**src/rtl/alu_seq_pkg.sv**
```systemverilog
// Shared definitions for the register-file/ALU sequencer: FSM state encoding
// and default datapath widths.
package alu_seq_pkg;

  localparam int unsigned DATA_W_DEF = 4;
  localparam int unsigned ADDR_W_DEF = 2;
  localparam int unsigned OP_W_DEF   = 3;

  typedef enum logic [1:0] {
    S_IDLE  = 2'd0,
    S_READ  = 2'd1,
    S_EXEC  = 2'd2,
    S_WRITE = 2'd3
  } seq_state_e;

endpackage

```
**src/rtl/alu_regfile_sequencer.sv**
```systemverilog
// Four-phase control stage (IDLE/READ/EXEC/WRITE) driving a register file and ALU.
// Optional status flags are enabled with the SEQ_FLAGS_EN macro.
module alu_regfile_sequencer
  import alu_seq_pkg::*;
#(
  parameter int unsigned DATA_W = DATA_W_DEF,
  parameter int unsigned ADDR_W = ADDR_W_DEF,
  parameter int unsigned OP_W   = OP_W_DEF
) (
  input  logic              clk,
  input  logic              reset,
  input  logic              instr_valid,
  output logic              instr_ready,
  input  logic [OP_W-1:0]   instr_op,
  input  logic [ADDR_W-1:0] instr_rd,
  input  logic [ADDR_W-1:0] instr_rs1,
  input  logic [ADDR_W-1:0] instr_rs2,
  input  logic [DATA_W-1:0] instr_imm,
  input  logic              instr_use_imm,
  input  logic              instr_wb,
  output logic [ADDR_W-1:0] rf_rd1,
  output logic [ADDR_W-1:0] rf_rd2,
  input  logic [DATA_W-1:0] rf_data_out1,
  input  logic [DATA_W-1:0] rf_data_out2,
  output logic [ADDR_W-1:0] rf_wr,
  output logic              rf_write_enable,
  output logic [DATA_W-1:0] rf_data_in,
  output logic [OP_W-1:0]   alu_op,
  output logic [DATA_W-1:0] alu_a,
  output logic [DATA_W-1:0] alu_b,
  input  logic [DATA_W-1:0] alu_result,
  input  logic              alu_carry,
  output logic              done,
  output logic [DATA_W-1:0] result
`ifdef SEQ_FLAGS_EN
  ,
  output logic              flag_zero,
  output logic              flag_carry
`endif
);

  seq_state_e        r_state, w_state_nxt;
  logic [OP_W-1:0]   r_op;
  logic [ADDR_W-1:0] r_rd, r_rs1, r_rs2;
  logic [DATA_W-1:0] r_imm, r_opa, r_opb, r_res, r_result;
  logic              r_use_imm, r_wb;

  always_ff @(posedge clk or negedge reset) begin
    if (!reset) r_state <= S_IDLE;
    else        r_state <= w_state_nxt;
  end

  always_comb begin
    w_state_nxt = r_state;
    case (r_state)
      S_IDLE:  if (instr_valid) w_state_nxt = S_READ;
      S_READ:  w_state_nxt = S_EXEC;
      S_EXEC:  w_state_nxt = S_WRITE;
      S_WRITE: w_state_nxt = S_IDLE;
      default: w_state_nxt = S_IDLE;
    endcase
  end

  always_ff @(posedge clk or negedge reset) begin
    if (!reset) begin
      r_op      <= '0;
      r_rd      <= '0;
      r_rs1     <= '0;
      r_rs2     <= '0;
      r_imm     <= '0;
      r_use_imm <= 1'b0;
      r_wb      <= 1'b0;
      r_opa     <= '0;
      r_opb     <= '0;
      r_res     <= '0;
      r_result  <= '0;
    end else begin
      case (r_state)
        S_IDLE: if (instr_valid) begin
          r_op      <= instr_op;
          r_rd      <= instr_rd;
          r_rs1     <= instr_rs1;
          r_rs2     <= instr_rs2;
          r_imm     <= instr_imm;
          r_use_imm <= instr_use_imm;
          r_wb      <= instr_wb;
        end
        S_READ: begin
          r_opa <= rf_data_out1;
          r_opb <= r_use_imm ? r_imm : rf_data_out2;
        end
        S_EXEC:  r_res    <= alu_result;
        S_WRITE: r_result <= r_res;
        default: ;
      endcase
    end
  end

`ifdef SEQ_FLAGS_EN
  logic r_cy, r_flag_zero, r_flag_carry;

  always_ff @(posedge clk or negedge reset) begin
    if (!reset) begin
      r_cy         <= 1'b0;
      r_flag_zero  <= 1'b0;
      r_flag_carry <= 1'b0;
    end else begin
      if (r_state == S_EXEC) r_cy <= alu_carry;
      if (r_state == S_WRITE) begin
        r_flag_zero  <= (r_res == '0);
        r_flag_carry <= r_cy;
      end
    end
  end

  assign flag_zero  = r_flag_zero;
  assign flag_carry = r_flag_carry;
`else
  // Carry has no consumer without the flag outputs.
  logic w_unused_carry;
  assign w_unused_carry = alu_carry;
`endif

  // Addresses/operands are driven from the field registers in every state,
  // so they hold their last captured values when not in use.
  assign instr_ready     = (r_state == S_IDLE);
  assign rf_rd1          = r_rs1;
  assign rf_rd2          = r_rs2;
  assign alu_op          = r_op;
  assign alu_a           = r_opa;
  assign alu_b           = r_opb;
  assign rf_wr           = r_rd;
  assign rf_data_in      = r_res;
  assign rf_write_enable = (r_state == S_WRITE) && r_wb;
  assign done            = (r_state == S_WRITE);
  assign result          = r_result;

endmodule

```
**config.mk**
```make
export PLATFORM = sky130hd
export DESIGN_NAME = alu_regfile_sequencer
export DESIGN_NICKNAME = d
export VERILOG_FILES = /design/src/rtl/alu_seq_pkg.sv /design/src/rtl/alu_regfile_sequencer.sv
export SDC_FILE = /design/constraint.sdc
export NUM_CORES = 1
export LEC_CHECK = 0
export ABC_AREA = 1
export ABC_CLOCK_PERIOD_IN_PS = 2300
export BUFFER_PORTS_ARGS = -buffer_cell sky130_fd_sc_hd__buf_2
export CAP_MARGIN = 20
export CELL_PAD_IN_SITES_DETAIL_PLACEMENT = 0
export CELL_PAD_IN_SITES_GLOBAL_PLACEMENT = 1
export CORE_MARGIN = 1
export CORE_UTILIZATION = 36
export CTS_CLUSTER_DIAMETER = 80
export DETAILED_ROUTE_END_ITERATION = 12
export MAX_ROUTING_LAYER = met4
export PLACE_DENSITY = 0.91
export RECOVER_POWER = 25
export SETUP_SLACK_MARGIN = 0.5
export SYNTH_ARGS = -nofsm -noshare
export SYNTH_HDL_FRONTEND = slang
export SYNTH_SLANG_ARGS = --single-unit
export TNS_END_PERCENT = 20
```
**constraint.sdc**
```tcl
create_clock -name clk -period 2.3 [get_ports clk]
set_input_delay 0.115 -clock clk [delete_from_list [all_inputs] [get_ports clk]]
set_output_delay 0.115 -clock clk [all_outputs]
set_load 0.03 [all_outputs]
```
* Yosys cells after proc, flatten, opt, wreduce, memory -nomap -nowiden
Index checks and enable logic that the tools add are counted.
** Word-level totals
- Register bits :: 33
- Latch bits :: 0
- RAM bits :: 0
- Bits in read-only memories :: 0
- Output and inout bits :: 28
- Memories kept :: 0
** Operators by class
- Add/subtract/negate cells :: 0
- Multipliers :: 0
- Div/mod/pow operators :: 0
- $lt $le $gt $ge :: 0
- Equality and inequality tests :: 4
- Shift-type cells :: 0
- Mux-type cells :: 3
- Bitwise logic cells :: 0
- Reductions and logical operators :: 3
** Operators by type and width (number)
- $pmux 2 s4 :: 1
- $eq 2x2->1 const B :: 2
- $mux 4 :: 1
- $eq 2x1->1 const B :: 1
- $logic_not 2->1 :: 1
- $mux 2 :: 1
- $ne 2x2->1 const B :: 1
- $reduce_and 2->1 :: 1
- $logic_and 1x1->1 :: 1

* Logic depth before layout (Yosys ltp)
- Depth in word-level cells :: 2
- Gate-level depth with buffers :: 6
- Mapped depth without buffers :: 5

* Least setup slack after synthesis
OpenSTA, ideal clock, no wires.
- Path kind :: flip-flop to flip-flop
- From :: register r_state[0]
- To :: register r_use_imm
- Data arrival time :: 1.031 ns
- Data required time :: 2.175 ns
- Setup slack :: 1.144 ns
- Stages on the path, launching flop included :: 7
- Path through :: dfrtp_1 inv_1 ha_1 nand2_1 buf_2 nor2_1 a21oi_1
** On the way
- Longest elaborated chain between the ends :: 2
** RTL lines
- start, declared :: line alu_regfile_sequencer.sv:42 : seq_state_e r_state, w_state_nxt;
- start signal, assigned :: line alu_regfile_sequencer.sv:50 : else r_state <= w_state_nxt;
- $logic_not 2->1 :: line alu_regfile_sequencer.sv:78 : case (r_state)
- $reduce_and 2->1 (no line)
- end signal, assigned :: line alu_regfile_sequencer.sv:85 : r_use_imm <= instr_use_imm;
- end, declared :: line alu_regfile_sequencer.sv:46 : logic r_use_imm, r_wb;
Every way passes these cells.
A chain may end at the register's enable or synchronous reset.

* Final worst setup path
- From :: register r_state[0]
- To :: output port rf_write_enable
** On the way
- Longest elaborated chain between the ends :: 2
** RTL lines
- $eq 2x2->1 :: line alu_regfile_sequencer.sv:134 : assign rf_write_enable = (r_state == S_WRITE) && r_wb;
- $logic_and 1x1->1 :: line alu_regfile_sequencer.sv:134
- end, declared :: line alu_regfile_sequencer.sv:26 : output logic rf_write_enable,
Every way passes these cells.

==> impl_metrics.tcl <==
set metrics [dict create \
    pwr_density_cell_nw_per_um2 1547 \
    vias 1185 \
    setup_ws_ps 789.8 \
    final_nets 256 \
    yosysTopAreaCell "dfrtp_1" \
    synth-simple-area-share_pct 23.26 \
    finalClockSkew_ps 2.569 \
    synth-adder-area-share_pct 5.367 \
    min_path_type "primary input to register" \
    grt_pass1_wl_um 4678 \
    synth_fp_nets 197 \
    rsz0062_at_grt "false" \
    drive_gt1_share_pct 18.64 \
    clk_pin_slew_ps 60 \
    grt_max_degree 34 \
    antenna_cells 0 \
    rows 22 \
    grt_pass1_vias 1112 \
    cts_sinks 33 \
    arrival_ps 1400 \
    routabilityCongestion 0.6747 \
    dp_cells 259 \
    yosys.area.top_type_share_pct 59.03 \
    crit_path_end_kind "output pin" \
    ys_types 9 \
    drtIter0Drc 47 \
    netlist_area_um2 1399 \
    pre_cts_slack_ps 614.6 \
    cts_tree "yes" \
    multi_input_area_um2 473.0 \
    layout.cells.non_filler 268 \
    period_needed_ps 1510 \
    fillers 411 \
    grt_usage_pct 15.56 \
    timing.fmax_ghz 0.6621 \
    io_buffers 57 \
    yosysSeqAreaShare_pct 59.03 \
    final_common_cell "nand2_1" \
    dieArea_um2 4139 \
    dr.pass1.iters 4 \
    peakVddDrop_mv 0.6689 \
    clockBufferDepth 2 \
    synth_compound_area_share_pct 5.009 \
    regArea_um2 825.8 \
    start_kind "register" \
    dp_hpwl_um 1995 \
    drc 0 \
    cts_buffers 5 \
    r2r_start "r_state[1]$_DFFE_PN0P_" \
    antenna_found_initial 0 \
    synth-xor-area-share_pct 0 \
    synth_top_family_by_area "simple AND/OR/NAND/NOR gates" \
    worst_path_max_delay_cell "dfrtp_1" \
    path_class "register to output pin" \
    ios 59 \
    h-tree-depth 2 \
    muxShareOfSynthArea_pct 0 \
    hold_violations 0 \
    slew_headroom_pct 52.19 \
    maxCapViolations 0 \
    required_ps 2180 \
    p_leak_nw 0.9775 \
    setup_viol_count_final 0 \
    routed_wl_um 2715 \
    syn_to_final_growth_pct 27.28 \
    period_share_pct 65.66 \
    initial_core_util_pct 37.92 \
    worst_hold_startpoint "rf_data_out1[1]" \
    synth_area_leaders "dfrtp_1 59%, nand2_1 15%, ha_1 5.4%" \
    wl_per_cell_um 10.13 \
    fp.coreArea_um2 3689 \
    antenna_left 0 \
    slowest_delay_ps 410 \
    die_h_um 64.34 \
    synth_seq_cells 33 \
    netlist_instances 160 \
    viasPerCell 4.422 \
    final_cell_mix "55 x nand2_1, 34 x buf_2, 33 x dfrtp_1" \
    grt_overflow 0 \
    cp_max_fo 9 \
    die_w_um 64.34 \
    status "finished, final reports clean" \
    clock_latency_ps 270 \
    post_cts_buffers 0 \
    cp-startpoint "r_state[0]$_DFFE_PN0P_" \
    worstMarginPinSlew_ps 717.1 \
    finalMaxSlewViolations 0 \
    synth_area_per_cell_um2 8.743 \
    ys_warn_count 0 \
    clock_tree.root_cell "clkbuf_8" \
    setup_tns_ps 0 \
    path_cells "ha_1, nand2_1, inv_1, buf_2" \
]
[routing by layer]
layer / global-route usage, % / routed length (um)
met4: 5.833 / 44
met1: 17.65 / 1233
met2: 24.74 / 1249
met5: - / 0
met3: 6.071 / 187
[kinds of logic after synthesis]
| group | Yosys count |
|---|---|
| compound gates | 14 |
| fa+ha+maj | 6 |
| buf+inv | 25 |
| flops | 33 |
| simple gates | 82 |
[Yosys cell counts, drive strengths merged]
cell type  number
o21ai           5
nand2          56
a21oi           9
nand3          14
nor2           12
inv            18
dfrtp          33
buf             7
ha              6
[layout make-up]
cell class                      count  area share, %
Sequential cell                    33          46.38
Multi-Input combinational cell    102          26.56
Timing Repair Buffer               59          15.39
Clock buffer                        8          4.498
Inverter                           18          3.795
Tap cell                           48          3.373
[state kept, by name, indices dropped and copies added, names as in the netlist]
signal      cells
alu_b           4
r_state         2
r_use_imm       1
rf_data_in      4
r_wb            1
result          4
rf_rd1          2
alu_a           4
alu_op          3
rf_rd2          2
rf_wr           2
r_imm           4
[power breakdown]
group | leakage, nW | internal [mW] | total, mW | switching (mW)
clock network | 0.0395 | 0.215 | 0.404 | 0.189
registers | 0.393 | 0.870 | 1.02 | 0.151
logic | 0.545 | 0.351 | 1.33 | 0.979
total | 0.978 | 1.44 | 2.75 | 1.32
[final timing paths]
check                                  endpoint  slack, ps  cells after the start
max reg2reg                r_imm[3]$_DFFE_PN0P_        840                      6
max in group asynchronous  alu_b[1]$_DFFE_PN0N_       1400                      2
min reg2reg                rf_wr[1]$_DFFE_PN0P_        470                      2
max                             rf_write_enable        790                      4
min                        alu_a[1]$_DFFE_PN0N_         40                      3
min in group asynchronous  alu_a[2]$_DFFE_PN0N_        430                      2
[through the flow]
stage                     utilization (%)  hold slack, ps  power (mW)  cell area [um2]
after global placement              46.54           218.7       2.394             1717
after floorplan                         -          -180.6       2.037             1399
after global routing                48.27           21.94       3.005             1780
after detailed placement            46.54           216.3       2.431             1717
after CTS                           48.98           30.82       2.850             1807
final                               48.27           41.59       2.755             1780
[what timing repair did]
action,4_1_cts,5_1_grt
hold buffers,1,0
endpoints found under the hold margin,33,0
endpoints found under the setup margin,0,11
gates resized for setup,0,1
[critical path: cells and delay by family, from the launching register on]
kind,cells,cell delay [ps]
AND/OR/NAND/NOR,1,90
adder cells (fa/ha/maj),1,360
flip-flops,1,410
buffers and inverters,2,250
Power figures use the tool's default switching activity.
